### config.mk
export PLATFORM = sky130hd
export DESIGN_NAME = multicycle_datapath
export DESIGN_NICKNAME = d
export VERILOG_FILES = /design/src/rtl/mcdp_pkg.sv /design/src/rtl/mcdp_regfile.sv /design/src/rtl/multicycle_datapath.sv
export SDC_FILE = /design/constraint.sdc
export NUM_CORES = 2
export LEC_CHECK = 0
export CAP_MARGIN = 20
export CORE_MARGIN = 4
export CORE_UTILIZATION = 32
export DETAILED_ROUTE_END_ITERATION = 6
export GPL_ROUTABILITY_DRIVEN = 0
export PLACE_DENSITY = 0.55
export SYNTH_ARGS = -nofsm -noshare
export SYNTH_HDL_FRONTEND = slang
export SYNTH_SLANG_ARGS = --single-unit
### constraint.sdc
create_clock -name clk -period 6.2 [get_ports clk]
set_clock_uncertainty 0.05 [all_clocks]
set_input_delay 1.24 -clock clk [delete_from_list [all_inputs] [get_ports clk]]
set_output_delay 1.24 -clock clk [all_outputs]
set_load 0.03 [all_outputs]
### src/rtl/mcdp_pkg.sv
// Shared encodings for the multicycle datapath: opcodes, functs, ALU ops,
// FSM states and the instruction legality/ALU-op decoder.
package mcdp_pkg;

  localparam logic [5:0] OP_RTYPE = 6'h00;
  localparam logic [5:0] OP_ADDI  = 6'h08;
  localparam logic [5:0] OP_LW    = 6'h23;
  localparam logic [5:0] OP_SW    = 6'h2B;
  localparam logic [5:0] OP_BEQ   = 6'h04;
  localparam logic [5:0] OP_J     = 6'h02;

  localparam logic [5:0] FN_ADD = 6'h20;
  localparam logic [5:0] FN_SUB = 6'h22;
  localparam logic [5:0] FN_AND = 6'h24;
  localparam logic [5:0] FN_OR  = 6'h25;
  localparam logic [5:0] FN_SLT = 6'h2A;

  typedef enum logic [2:0] {ALU_ADD, ALU_SUB, ALU_AND, ALU_OR, ALU_SLT} alu_op_e;
  typedef enum logic [2:0] {S_FETCH, S_DECODE, S_EXEC, S_MEM, S_WB, S_HALT} state_e;

  typedef struct packed {
    alu_op_e alu_op;
    logic    legal;
  } dec_t;

  // Non-R-type instructions that need the ALU all use it as an adder.
  function automatic dec_t decode(input logic [5:0] op, input logic [5:0] funct);
    dec_t d;
    d.alu_op = ALU_ADD;
    d.legal  = 1'b1;
    case (op)
      OP_RTYPE: begin
        case (funct)
          FN_ADD:  d.alu_op = ALU_ADD;
          FN_SUB:  d.alu_op = ALU_SUB;
          FN_AND:  d.alu_op = ALU_AND;
          FN_OR:   d.alu_op = ALU_OR;
          FN_SLT:  d.alu_op = ALU_SLT;
          default: d.legal  = 1'b0;
        endcase
      end
      OP_ADDI, OP_LW, OP_SW, OP_BEQ, OP_J: d.alu_op = ALU_ADD;
      default: d.legal = 1'b0;
    endcase
    return d;
  endfunction

endpackage

### src/rtl/mcdp_regfile.sv
// General register file: two async read ports, one sync write port.
// Register 0 is hardwired to zero; index bits above log2(REG_COUNT) are dropped.
module mcdp_regfile #(
  parameter int DATA_W    = 32,
  parameter int REG_COUNT = 32
) (
  input  logic              clk,
  input  logic              reset,
  input  logic [4:0]        ra1,
  input  logic [4:0]        ra2,
  output logic [DATA_W-1:0] rd1,
  output logic [DATA_W-1:0] rd2,
  input  logic              we,
  input  logic [4:0]        wa,
  input  logic [DATA_W-1:0] wd
);

  localparam int AW = $clog2(REG_COUNT);

  logic [REG_COUNT-1:0][DATA_W-1:0] regs;
  logic [AW-1:0] ia1, ia2, iw;

  assign ia1 = ra1[AW-1:0];
  assign ia2 = ra2[AW-1:0];
  assign iw  = wa[AW-1:0];

  assign rd1 = (ia1 == '0) ? '0 : regs[ia1];
  assign rd2 = (ia2 == '0) ? '0 : regs[ia2];

  always_ff @(posedge clk or negedge reset) begin
    if (!reset)
      regs <= '0;
    else if (we && iw != '0)
      regs[iw] <= wd;
  end

endmodule

### src/rtl/multicycle_datapath.sv
// Multicycle MIPS-subset core: FETCH/DECODE/EXEC/MEM/WB FSM over a single
// req/ack memory port, halting permanently on an illegal instruction.
module multicycle_datapath
  import mcdp_pkg::*;
#(
  parameter int                DATA_W    = 32,
  parameter int                REG_COUNT = 32,
  parameter logic [DATA_W-1:0] PC_RESET  = '0
) (
  input  logic              clk,
  input  logic              reset,
  output logic              mem_req,
  output logic              mem_we,
  output logic [DATA_W-1:0] mem_addr,
  output logic [DATA_W-1:0] mem_wdata,
  input  logic [DATA_W-1:0] mem_rdata,
  input  logic              mem_ack,
  output logic [DATA_W-1:0] pc,
  output logic              halt
);

  localparam logic [DATA_W-1:0] PC_STEP = DATA_W'(4);

  state_e            state;
  logic [31:0]       ir;
  logic [DATA_W-1:0] a_q, b_q, imm_q, alu_q, mdr_q;
  alu_op_e           alu_op_q;

  logic [5:0]        op;
  dec_t              dec;
  logic [DATA_W-1:0] rd1, rd2, alu_b, alu_y, exec_pc;
  logic              wr_en;
  logic [4:0]        wr_addr;
  logic [DATA_W-1:0] wr_data;
  logic              unused_shamt;

  assign op           = ir[31:26];
  assign dec          = decode(ir[31:26], ir[5:0]);
  assign unused_shamt = ^ir[10:6];

  assign wr_en   = (state == S_WB);
  assign wr_addr = (op == OP_RTYPE) ? ir[15:11] : ir[20:16];
  assign wr_data = (op == OP_LW) ? mdr_q : alu_q;

  mcdp_regfile #(.DATA_W(DATA_W), .REG_COUNT(REG_COUNT)) u_rf (
    .clk  (clk),
    .reset(reset),
    .ra1  (ir[25:21]),
    .ra2  (ir[20:16]),
    .rd1  (rd1),
    .rd2  (rd2),
    .we   (wr_en),
    .wa   (wr_addr),
    .wd   (wr_data)
  );

  always_comb begin
    alu_b = (op == OP_RTYPE) ? b_q : imm_q;
    case (alu_op_q)
      ALU_SUB: alu_y = a_q - alu_b;
      ALU_AND: alu_y = a_q & alu_b;
      ALU_OR:  alu_y = a_q | alu_b;
      ALU_SLT: alu_y = {{(DATA_W-1){1'b0}}, ($signed(a_q) < $signed(alu_b))};
      default: alu_y = a_q + alu_b;
    endcase
  end

  // pc already points past the branch/jump when EXEC runs.
  always_comb begin
    exec_pc = pc;
    if (op == OP_BEQ && a_q == b_q)
      exec_pc = pc + (imm_q << 2);
    else if (op == OP_J)
      exec_pc = {pc[DATA_W-1:28], ir[25:0], 2'b00};
  end

  always_ff @(posedge clk or negedge reset) begin
    if (!reset) begin
      state     <= S_FETCH;
      pc        <= PC_RESET;
      ir        <= '0;
      mem_req   <= 1'b0;
      mem_we    <= 1'b0;
      mem_addr  <= PC_RESET;
      mem_wdata <= '0;
      halt      <= 1'b0;
      a_q       <= '0;
      b_q       <= '0;
      imm_q     <= '0;
      alu_q     <= '0;
      mdr_q     <= '0;
      alu_op_q  <= ALU_ADD;
    end else begin
      case (state)
        S_FETCH: begin
          // Only the very first fetch after reset arrives here with mem_req low.
          if (!mem_req) begin
            mem_req  <= 1'b1;
            mem_we   <= 1'b0;
            mem_addr <= pc;
          end else if (mem_ack) begin
            ir      <= mem_rdata[31:0];
            pc      <= pc + PC_STEP;
            mem_req <= 1'b0;
            state   <= S_DECODE;
          end
        end
        S_DECODE: begin
          a_q      <= rd1;
          b_q      <= rd2;
          imm_q    <= {{(DATA_W-16){ir[15]}}, ir[15:0]};
          alu_op_q <= dec.alu_op;
          if (dec.legal) begin
            state <= S_EXEC;
          end else begin
            state <= S_HALT;
            halt  <= 1'b1;
          end
        end
        S_EXEC: begin
          if (op == OP_LW || op == OP_SW) begin
            alu_q     <= alu_y;
            mem_req   <= 1'b1;
            mem_we    <= (op == OP_SW);
            mem_addr  <= alu_y;
            mem_wdata <= b_q;
            state     <= S_MEM;
          end else if (op == OP_BEQ || op == OP_J) begin
            pc       <= exec_pc;
            mem_req  <= 1'b1;
            mem_we   <= 1'b0;
            mem_addr <= exec_pc;
            state    <= S_FETCH;
          end else begin
            alu_q <= alu_y;
            state <= S_WB;
          end
        end
        S_MEM: begin
          if (mem_ack) begin
            mem_we <= 1'b0;
            if (mem_we) begin
              // Store done: the request line stays up and becomes the next fetch.
              mem_addr <= pc;
              state    <= S_FETCH;
            end else begin
              mdr_q   <= mem_rdata;
              mem_req <= 1'b0;
              state   <= S_WB;
            end
          end
        end
        S_WB: begin
          mem_req  <= 1'b1;
          mem_we   <= 1'b0;
          mem_addr <= pc;
          state    <= S_FETCH;
        end
        S_HALT: halt <= 1'b1;
        default: begin
          state   <= S_HALT;
          halt    <= 1'b1;
          mem_req <= 1'b0;
        end
      endcase
    end
  end

endmodule
==> impl_metrics.ini <==
[global_route]
grt_pass1_wl_mm = 402
grt_use_total_pct = 22.7
grt_antenna_before_repair = 4
grt_max_degree = 165
gr-total-overflow = 0
grt_pass1_vias = 59225

[clock_network]
clk_latency_ns = 0.83
cts_hold_buf = 0
tritoncts = done
cts_sinks = 1305
root_buffer = clkbuf_16
cts_setup_buffers = 0
cts_buffer_depth = 3
htree_num_levels = 4
cts_resized = 0
cts_buffers = 149
path_clk_slew_ns = 0.06

[floorplanning]
dieWidth_um = 483
std_cell_rows = 174
initial_utilization_pct = 32.1
core_area_um2 = 225000
dieArea_um2 = 233000
pin_count = 134
die_h_um = 483

[route]
drt_iter0_drc = 6857
ant_nets = 0
wl_met3_mm = 21.5
totalWireLength_mm = 272
firstDrtPassIters = 6
avgRoutedWirePerCell_um = 25.9
vias = 60635
viasPerCell = 5.78
wl_met1_mm = 115
highest_layer = met5
dr_wl_met2_mm = 123
drc = 0

[timing]
finalSetupViolations = 0
totalNegativeSetupSlack_ns = 0
min_period_ns = 5.39
report.final.slew_viol_count = 0
fmax_mhz = 185
setup_slack_ns = 0.809
worst_pin_slew_ns = 1.15
slew_headroom_pct = 23.2
fin_crit_sh_pct = 87.0
rsz0062_at_grt = no
hold_viol = 0

[yosys]
synth_top_family_by_area = compound AO/OA/AOI/OAI gates
synth-edff-count = 0
synth_fa_ha_area_share_pct = 2.38
yosys-top-cells-count = 1305 x dfrtp_1, 985 x nand2_1, 934 x a21oi_1, 746 x nor2_1, 729 x o21ai_0
synth_area_leader_cell = dfrtp_1
yosysMostFrequentCell = dfrtp_1
synth.top_cell.area_share_pct = 45.2
synth-seq-cells = 1305
postSynth.asyncResetShare_pct = 100
syn_avg_cell_area_um2 = 9.51
synthSimpleGateAreaFrac_pct = 11.6
ys.flop_type = dfrtp_1
synth_xor_area_share_pct = 1.15
postSynthCellCount = 7595
synthTopCellsByArea = dfrtp_1 45%, mux4_2 8.2%, mux2i_1 6.8%, a21oi_1 6.5%, nand2_1 5.1%
syn-num-nets = 7760
synthMuxAreaShare_pct = 16.7
yosysUniqueCellTypes = 92
synth-compound-area-share_pct = 18.7
syn_area_um2 = 72200
yosys_warnings = 0
synth_seq_area_share_pct = 45.2

[setup_path]
cp_max_fo = 17
reg2reg_slack_ns = 0.81
worstSetupPathType = reg2reg
critPathCaptureType = flop
arrival_ns = 6.00
reg2reg_depth = 15
cp-start-kind = flop
critPathRequiredTime_ns = 6.81

[power_and_ir_drop]
vdd_ir_drop_max_mv = 0.459
finalPower_w = 0.0428
leakagePower_nw = 34.8
power_per_cell_area_nw_per_um2 = 522

[hold_path]
hold_class = in2async

[cells_and_area]
final_area_um2 = 82100
final_layout_size_suffix_gt1_share_pct = 12.1
multiInputGateArea_um2 = 37000
ff_latch_area_um2 = 32700
fillers = 22359
final_nets = 7534
syn_to_final_growth_pct = 13.7

[run_status]
outcome = finished clean

[place]
dpl_cell_area_um2 = 76900
post-place-ws_ns = 1.02
dp_hpwl_mm = 168
io_buffer_count = 133

[flow_run]
cap_violations = 0
## cell families (layout without fill, tap and decap cells)
logic type | count (synthesis) | count (layout)
XOR/XNOR | 95 | 95
flip-flops | 1305 | 1305
multiplexers | 864 | 864
buffers and inverters | 807 | 700
AO/OA/AOI/OAI | 2336 | 2336
AND/OR/NAND/NOR | 2051 | 2051
other | 0 | 3
adder cells (fa/ha/maj) | 137 | 137
## layer usage
layer,up-vias,global-route usage [%]
met2,2734,35.6
met3,600,4.10
met4,2,9.60
met1,30428,30.7
li1,26871,-
met5,-,0
## registers in the layout, summed over array words and instances, names as in the netlist
signal and cells:
mem_we 1, mdr_q 32, ir 32, halt 1
a_q 32, mem_wdata 32, u_rf.regs 1024, alu_q 32
imm_q 16, alu_op_q 3, b_q 32, pc 32
mem_addr 32, state 3, mem_req 1
## final cells by class
cell class	instances	area share, %
Tap cell	2992	4.56
Antenna cell	3	0.00914
Clock inverter	62	1.06
Inverter	125	0.574
Timing Repair Buffer	305	3.62
Multi-Input combinational cell	5483	45.1
Clock buffer	208	5.28
Sequential cell	1305	39.8
## report_power, final
group / total, W / internal [W] / switching [W]
Sequential: 0.0138 / 0.0110 / 0.00283
Clock: 0.00947 / 0.00565 / 0.00382
Combinational: 0.0196 / 0.00719 / 0.0124
Total: 0.0428 / 0.0238 / 0.0190
## metrics by stage
stage	hold slack [ns]	utilization, %	instances
after floorplan	0.398	-	7595
after global placement	0.334	34.2	10208
after detailed placement	0.338	34.2	10208
after CTS	0.308	36.5	10478
after global routing	0.333	36.5	10482
final	0.320	36.5	10483
## worst max-delay path: stages (launching register included)
cell and delay [ns]:
dfrtp_1 0.46, nor2_1 0.21, nand3_1 0.67, and2_1 0.70
a21o_1 0.28, inv_1 0.08, ha_1 0.42, inv_1 0.21
a21oi_1 0.24, o21ai_0 0.12, a221oi_1 0.38, nand2b_1 0.20
a221oi_1 0.63, o21ai_0 0.15, a32oi_1 0.30, o21ai_0 0.11
## layout by cell type, fill, tap and decap left out, types with 32 or more instances in the layout
cell             count
dfrtp_1           1295
nand2_1            966
a21oi_1            934
nor2_1             730
o21ai_0            729
mux2i_1            462
mux4_2             262
o221ai_1           197
o22ai_1            172
clkbuf_16          152
buf_4              144
clkdlybuf4s50_1    132
ha_1               127
inv_1              123
mux2_2             108
nor3_1             100
xnor2_1             54
nand3_1             48
a21o_1              45
xor2_1              41
clkbuf_8            32
## worst paths after layout
check,endpoint,start
worst max-delay path,alu_q[28],ir[29]
worst min-delay path,u_rf.regs[153],reset
worst max register to register,alu_q[28],ir[29]
worst min register to register,u_rf.regs[28],u_rf.regs[28]
max in group asynchronous,mem_wdata[11],reset
min in group clk,u_rf.regs[28],u_rf.regs[28]
(Power assumes the default switching activity.)
